### config.mk
export PLATFORM = sky130hd
export DESIGN_NAME = barrett_mulmod_pipe
export DESIGN_NICKNAME = d
export VERILOG_FILES = /design/src/rtl/mulmod_pkg.sv /design/src/rtl/dff_en.sv /design/src/rtl/barrett_mulmod_pipe.sv
export SDC_FILE = /design/constraint.sdc
export NUM_CORES = 1
export LEC_CHECK = 0
export ABC_AREA = 1
export BUFFER_PORTS_ARGS = -buffer_cell sky130_fd_sc_hd__buf_2
export CORE_AREA = 5 5 159 161
export CTS_BUF_LIST = sky130_fd_sc_hd__clkbuf_2
export DETAILED_ROUTE_END_ITERATION = 16
export DIE_AREA = 0 0 164 166
export PLACE_DENSITY = 0.79
export SKIP_CTS_REPAIR_TIMING = 1
export SYNTH_ARGS = -nofsm -noshare
export SYNTH_HDL_FRONTEND = slang
export SYNTH_SLANG_ARGS = --single-unit
### constraint.sdc
create_clock -name clk -period 11 [get_ports clk]
set_clock_uncertainty 0.15 [all_clocks]
set_input_delay 1.1 -clock clk [delete_from_list [all_inputs] [get_ports clk]]
set_output_delay 1.1 -clock clk [all_outputs]
set_load 0.05 [all_outputs]
### src/rtl/mulmod_pkg.sv
// Shared constants for the Barrett modular multiplier: default modulus, default
// constant multiplicand, pipeline depth and the Barrett reciprocal computation.
package mulmod_pkg;

  localparam int Q_DEFAULT       = 3329;
  localparam int K_CONST_DEFAULT = 3303;
  localparam int NUM_STAGES      = 4;

  // floor(2^(2*data_w) / q); evaluated at elaboration time only.
  function automatic longint unsigned calc_mu(input int data_w, input longint unsigned q);
    return (64'd1 << (2 * data_w)) / q;
  endfunction

endpackage

### src/rtl/dff_en.sv
// Generic pipeline register: synchronous active-low clear and load enable.
module dff_en #(
  parameter int W = 1
) (
  input  logic         clk,
  input  logic         rst,
  input  logic         i_en,
  input  logic [W-1:0] i_d,
  output logic [W-1:0] o_q
);

  always_ff @(posedge clk) begin
    if (!rst) begin
      o_q <= '0;
    end else if (i_en) begin
      o_q <= i_d;
    end
  end

endmodule

### src/rtl/barrett_mulmod_pipe.sv
// Four-stage Barrett modular multiplier: out_data = in_a * (in_b | K_CONST) mod Q,
// with a tag sideband, a single global stall and an in-flight occupancy counter.
module barrett_mulmod_pipe
  import mulmod_pkg::*;
#(
  parameter int DATA_W  = 12,
  parameter int Q       = Q_DEFAULT,
  parameter int K_CONST = K_CONST_DEFAULT,
  parameter int TAG_W   = 4
) (
  input  logic              clk,
  input  logic              rst,
  input  logic              in_valid,
  output logic              in_ready,
  input  logic [DATA_W-1:0] in_a,
  input  logic [DATA_W-1:0] in_b,
  input  logic              in_mode,
  input  logic [TAG_W-1:0]  in_tag,
  output logic              out_valid,
  input  logic              out_ready,
  output logic [DATA_W-1:0] out_data,
  output logic [TAG_W-1:0]  out_tag,
  output logic [2:0]        occ
);

  localparam int PW   = 2 * DATA_W;
  localparam int TW   = 2 * DATA_W + 2;
  localparam int RW   = DATA_W + 2;
  localparam int S1_W = 1 + TAG_W + PW;
  localparam int S2_W = 1 + TAG_W + PW + TW;
  localparam int S3_W = 1 + TAG_W + RW;
  localparam int S4_W = 1 + TAG_W + DATA_W;

  localparam logic [TW-1:0] MU  = TW'(calc_mu(DATA_W, longint'(Q)));
  localparam logic [TW-1:0] Q_T = TW'(Q);
  localparam logic [RW-1:0] Q_R = RW'(Q);

  // Handshake: a transfer happens on a rising edge where valid and ready are both
  // high. All stages share one enable, so bubbles advance exactly like data.
  logic w_en;
  logic w_in_xfer;
  logic w_out_xfer;

  assign w_en       = !out_valid || out_ready;
  assign in_ready   = w_en;
  assign w_in_xfer  = in_valid && w_en;
  assign w_out_xfer = out_valid && out_ready;

  // Stage 1: full product P = A * M.
  logic [DATA_W-1:0] w_m;
  logic [PW-1:0]     w_p;
  logic [S1_W-1:0]   r_s1;
  logic              w_v1;
  logic [TAG_W-1:0]  w_tag1;
  logic [PW-1:0]     w_p1;

  assign w_m = in_mode ? DATA_W'(K_CONST) : in_b;
  assign w_p = PW'(in_a) * PW'(w_m);

  dff_en #(.W(S1_W)) u_s1 (
    .clk(clk), .rst(rst), .i_en(w_en), .i_d({in_valid, in_tag, w_p}), .o_q(r_s1)
  );
  assign {w_v1, w_tag1, w_p1} = r_s1;

  // Stage 2: quotient estimate T = (P >> (DATA_W-1)) * MU; P rides along.
  logic [TW-1:0]     w_t;
  logic [S2_W-1:0]   r_s2;
  logic              w_v2;
  logic [TAG_W-1:0]  w_tag2;
  logic [PW-1:0]     w_p2;
  logic [TW-1:0]     w_t2;

  assign w_t = TW'(w_p1 >> (DATA_W - 1)) * MU;

  dff_en #(.W(S2_W)) u_s2 (
    .clk(clk), .rst(rst), .i_en(w_en), .i_d({w_v1, w_tag1, w_p1, w_t}), .o_q(r_s2)
  );
  assign {w_v2, w_tag2, w_p2, w_t2} = r_s2;

  // Stage 3: the estimate never exceeds the true quotient, so R lies in [0, 3Q).
  logic [TW-1:0]     w_qq;
  logic [RW-1:0]     w_r;
  logic [S3_W-1:0]   r_s3;
  logic              w_v3;
  logic [TAG_W-1:0]  w_tag3;
  logic [RW-1:0]     w_r3;

  assign w_qq = TW'(w_t2 >> (DATA_W + 1)) * Q_T;
  assign w_r  = RW'(TW'(w_p2) - w_qq);

  dff_en #(.W(S3_W)) u_s3 (
    .clk(clk), .rst(rst), .i_en(w_en), .i_d({w_v2, w_tag2, w_r}), .o_q(r_s3)
  );
  assign {w_v3, w_tag3, w_r3} = r_s3;

  // Stage 4: two conditional subtractions bring R into [0, Q).
  logic [RW-1:0]     w_r1;
  logic [DATA_W-1:0] w_red;
  logic [S4_W-1:0]   r_s4;

  assign w_r1  = (w_r3 >= Q_R) ? (w_r3 - Q_R) : w_r3;
  assign w_red = (w_r1 >= Q_R) ? DATA_W'(w_r1 - Q_R) : DATA_W'(w_r1);

  dff_en #(.W(S4_W)) u_s4 (
    .clk(clk), .rst(rst), .i_en(w_en), .i_d({w_v3, w_tag3, w_red}), .o_q(r_s4)
  );
  assign {out_valid, out_tag, out_data} = r_s4;

  // Occupancy only moves when exactly one side transfers.
  logic [2:0] w_occ_nxt;
  logic [2:0] r_occ;

  assign w_occ_nxt = w_in_xfer ? (r_occ + 3'd1) : (r_occ - 3'd1);

  dff_en #(.W(3)) u_occ (
    .clk(clk), .rst(rst), .i_en(w_in_xfer ^ w_out_xfer), .i_d(w_occ_nxt), .o_q(r_occ)
  );
  assign occ = r_occ;

endmodule

# After elaboration in Yosys (flattened, before gate mapping)
# Cells that the tools add are included.
# word_totals
ff_bits	123
inputBits	33
output_inout_bits	21
word_cells	24
# classes
add_sub_neg	5
mul	3
n_lt_le_gt_ge	2
mux	4
n_bitwise	1
n_reduce_logical	4
# ops
cell	count
$ge 14x12->1 const B	2
$mul 13x13->26 const B	1
$mul 12x12->24	1
$mux 12	2
$mul 13x12->14 const B	1
$mux 14	1
$sub 14x12->14 const B	1
$sub 14x14->14	1
$sub 12x12->12 const B	1
$add 3x1->3 const B	1
$mux 3	1
$sub 3x1->3 const B	1
$logic_and 1x1->1	2
$logic_not 1->1	1
$logic_or 1x1->1	1
$xor 1x1->1	1

# Logic depth before layout (Yosys ltp)
# logic_depth
word_depth	4
mapped_depth	27
mapped_depth_nobuf	26

# Hierarchy
# Synthesis repeated with hierarchy kept, for this count alone.
# hier_totals
hier_cells	2132
hier_area_um2	15533.6
# modules_own_cells
mod	n_inst	cells_each	area_each_um2	seq_area_each_um2
barrett_mulmod_pipe	1	1355	10426.2	0.0
dff_en at u_s2	1	348	2294.7	1101.1
dff_en at u_s1	1	183	1178.6	580.6
dff_en at u_s3	1	120	790.8	380.4
dff_en at u_s4	1	108	726.9	340.3
dff_en at u_occ	1	18	116.4	60.1

# Worst setup path after synthesis
# No wires, ideal clock.
# synth_timing
kind	input to register
start	in in_mode
end	reg u_s1.o_q[19]
setup_ns	0.114
arrival_time_ns	5.852
required_ns	10.736
slack_ns	4.885
path_stages	26
path_buffers	1
cell_sequence	clkbuf_1 > inv_1 > nand2_1 > clkinv_1 > nand2_1 > fa_1 > fa_1 > inv_1 > ha_1 > fa_1 > inv_1 > fa_1 > inv_1 > ha_1 > nand2_1 > or2_2 > nand3_1 > nand2_1 > nand2_1 > inv_1 > o21ai_0 > a21oi_1 > o21bai_1 > xor2_1 > o21bai_1 > inv_1
# synth_via
elab_chain_len	2
# synth_rtl
item	line_no	text
start: declaration	barrett_mulmod_pipe.sv:17	input logic in_mode,
$mux 12	barrett_mulmod_pipe.sv:57	assign w_m = in_mode ? DATA_W'(K_CONST) : in_b;
$mul 12x12->24	barrett_mulmod_pipe.sv:58	assign w_p = PW'(in_a) * PW'(w_m);
end signal: assignment	dff_en.sv:16	o_q <= i_d;
end: declaration	dff_en.sv:9	output logic [W-1:0] o_q
# Every way passes these cells.
# A chain may end at the register's enable or synchronous reset.

# Worst setup path after layout
# layout_timing
start	in in_mode
end	reg u_s1.o_q[20]
# The elaborated chain is that of the path after synthesis.

==> results.py <==
metrics = {
    "clocking": {
        "numClockSinks": 100,
        "cts_tree": "yes",
        "path_clk_slew_ns": 0.37,
        "worstSkewPairLatency_ns": 0.65,
        "clk_path_buf_depth": 2,
        "root_buffer": "clkbuf_2",
        "h-tree-depth": 3,
        "numCtsBuffers": 9,
    },
    "floorplanning": {
        "pin_count": 54,
        "num_rows": 57,
        "die_h_um": 166,
        "coreArea_sq_mm": 0.0238,
        "die-width_um": 164,
        "start_util_pct": 58.9,
        "die-area_sq_mm": 0.0272,
    },
    "synthesis": {
        "syn_inst": 1818,
        "synth_top_area_cell": "fa_1",
        "synth.most_common_cell": "inv_1",
        "syn_area_sq_mm": 0.0140,
        "synth_area_leaders": "fa_1 24%, ha_1 17%, dfxtp_1 14%",
        "seq_area_frac_synth_pct": 14.3,
        "synthArstFlopShare_pct": 0,
        "synth_ff_type": "dfxtp_1",
        "syn_nets": 2216,
        "synth_top_area_share_pct": 24.4,
        "ys_top_cells_by_count": "399 x inv_1, 276 x nand2_1, 194 x ha_1",
        "syn_avg_cell_area_sq_um": 7.71,
        "synth_cell_type_count": 41,
        "synth_seq_cells": 100,
        "synth_edf_count": 0,
        "synth_warnings": 0,
    },
    "setup_path": {
        "critPathKind": "input pin to flop",
        "cp.required_ns": 11.40,
        "slowest_delay_ns": 0.54,
        "crit_path_start_kind": "input pin",
        "cpLargestDelayFamily": "adder cells",
        "rrSetupSlack_ns": 5.70,
        "cp.arrival_ns": 6.43,
        "cp_cell_sequence": "buf_2, nor2_1, inv_1, nand2_1, fa_1, fa_1, fa_1, fa_1, fa_1, inv_1, ha_1, nand2_1, nor2_1, inv_1, o21ai_0, a21oi_1, o21ai_0, xor2_1, o21bai_1, inv_1",
        "cp_slowest_cell": "nor2_1",
        "path_buf_inv": 5,
        "critPathMaxFanout": 9,
        "path_common_cell": "fa_1",
        "cp-end-kind": "flop",
    },
    "cells_and_area": {
        "final_cells": 2169,
        "drive_gt1_share_pct": 5.80,
        "nets": 2237,
        "fill_cells": 2193,
        "area_growth_pct": 4.48,
    },
    "drt": {
        "ant_nets": 0,
        "drc": 0,
        "avgRoutedWirePerCell_um": 14.3,
        "dr_wl_met3_um": 1300,
        "viasPerCell": 5.28,
        "met1Wirelength_um": 13800,
        "vias": 11460,
        "wl_met2_um": 15000,
        "finalWirelength_um": 31000,
        "maxUsedRoutingLayer": "met4",
        "drt_iter0_drc": 529,
        "firstDrtPassIters": 5,
    },
    "timing": {
        "report.final.slew_viol_count": 0,
        "hold_violations": 0,
        "worst_pin_slew_ns": 0.958,
        "finalCritPeriodShare_pct": 54.8,
        "fmax_ghz": 0.166,
        "tns_ns": 0,
        "relSlewSlack_pct": 36.2,
        "min_period_ns": 6.03,
        "setup_viol": 0,
        "rsz0062_at_grt": "no",
    },
    "global_route": {
        "track_usage_pct": 24.0,
        "grt_max_degree": 101,
        "grt_overflow": 0,
        "grt_pass1_vias": 11570,
        "antenna_found_initial": 1,
        "grt_pass1_wl_um": 54300,
    },
    "place": {
        "io_buffers": 53,
        "routabilityCongestion": 0.934,
        "dp_cells": 2152,
        "dpl.hpwl_um": 25600,
    },
    "hold_path": {
        "min_path_type": "flop to flop",
    },
    "status": {
        "run_status": "complete, no violations",
    },
    "flow_run": {
        "drv_cap": 0,
    },
}
## worst register-to-register path, stage by stage, from the launching register on
cell and delay, ns:
dfxtp_1 0.69, fa_1 0.56, fa_1 0.46, fa_1 0.50, inv_1 0.05, fa_1 0.47, inv_1 0.07, fa_1 0.51
ha_1 0.39, nand2_1 0.12, nor2_1 0.16, nand2_1 0.07, o21ai_0 0.32, nand2_1 0.18, o31ai_1 0.29, xor2_1 0.18
o21bai_1 0.08, inv_1 0.07
## layout by cell type (no fill, tap or decap), types with 4 or more instances in the layout
cell type / count
inv_1: 398
nand2_1: 276
ha_1: 194
nor2_1: 179
fa_1: 171
o21ai_0: 117
dfxtp_1: 100
a21oi_1: 90
nand3_1: 53
buf_2: 53
xor2_1: 33
o21bai_1: 25
o211ai_1: 22
xnor2_1: 19
nand4_1: 14
nand2_2: 9
clkbuf_2: 9
nor3_1: 8
a21o_1: 8
clkinv_1: 6
inv_2: 6
o221ai_1: 4
or2_2: 4
## worst paths after layout
check / start / to / depth (start not counted)
max: in_mode / u_s1.o_q[20] / 20
min: u_occ.o_q[2] / u_occ.o_q[2] / 1
max reg2reg: u_s1.o_q[22] / u_s2.o_q[23] / 17
min reg2reg: u_occ.o_q[2] / u_occ.o_q[2] / 1
## logic make-up (layout without fill, tap and decap cells)
group / after synthesis / in the layout / synth area share, %
flip-flops: 100 / 100 / 14.3
XOR/XNOR: 52 / 52 / 3.25
adder cells (fa/ha/maj): 365 / 365 / 41.7
other: 0 / 1 / 0
AO/OA/AOI/OAI: 283 / 283 / 11.6
AND/OR/NAND/NOR: 562 / 562 / 16.8
buffers and inverters: 456 / 482 / 12.4
## registers in the layout, summed over array words and instances (netlist names)
name / flops
u_occ.o_q: 3
u_s4.o_q: 17
u_s1.o_q: 29
u_s2.o_q: 32
u_s3.o_q: 19
## through the flow
stage | setup slack, ns | hold slack (ns) | area (sq um) | utilization [%]
final | 4.97 | 0.318 | 14700 | 61.5
after global placement | 4.62 | 0.286 | 14500 | 61.0
after floorplan | 4.88 | 0.283 | 14000 | -
after CTS | 5.14 | 0.319 | 14600 | 61.5
after detailed placement | 4.45 | 0.291 | 14500 | 61.0
after global routing | 4.78 | 0.336 | 14700 | 61.5
## area by class of cell
type                    count  area [sq um]  share of cell area (%)
well taps                 324           405                    2.77
clock inverters             7          83.8                   0.572
diodes                      1          2.50                  0.0171
flip-flops and latches    100          2000                    13.7
repair buffers             56           288                    1.96
multi-input cells        1262         10300                    70.2
clock buffers               9          45.0                   0.307
inverters                 410          1540                    10.5
## per-layer routing
layer  track usage, %  up-vias
met5                0        -
met4             7.51        0
met2             41.1      293
met1             31.7     5402
met3             2.80       64
li1                 -     5701
Power is left out: the tool's default activity adds up to more than one toggle a clock period on the data nets, which glitch-free logic cannot reach.
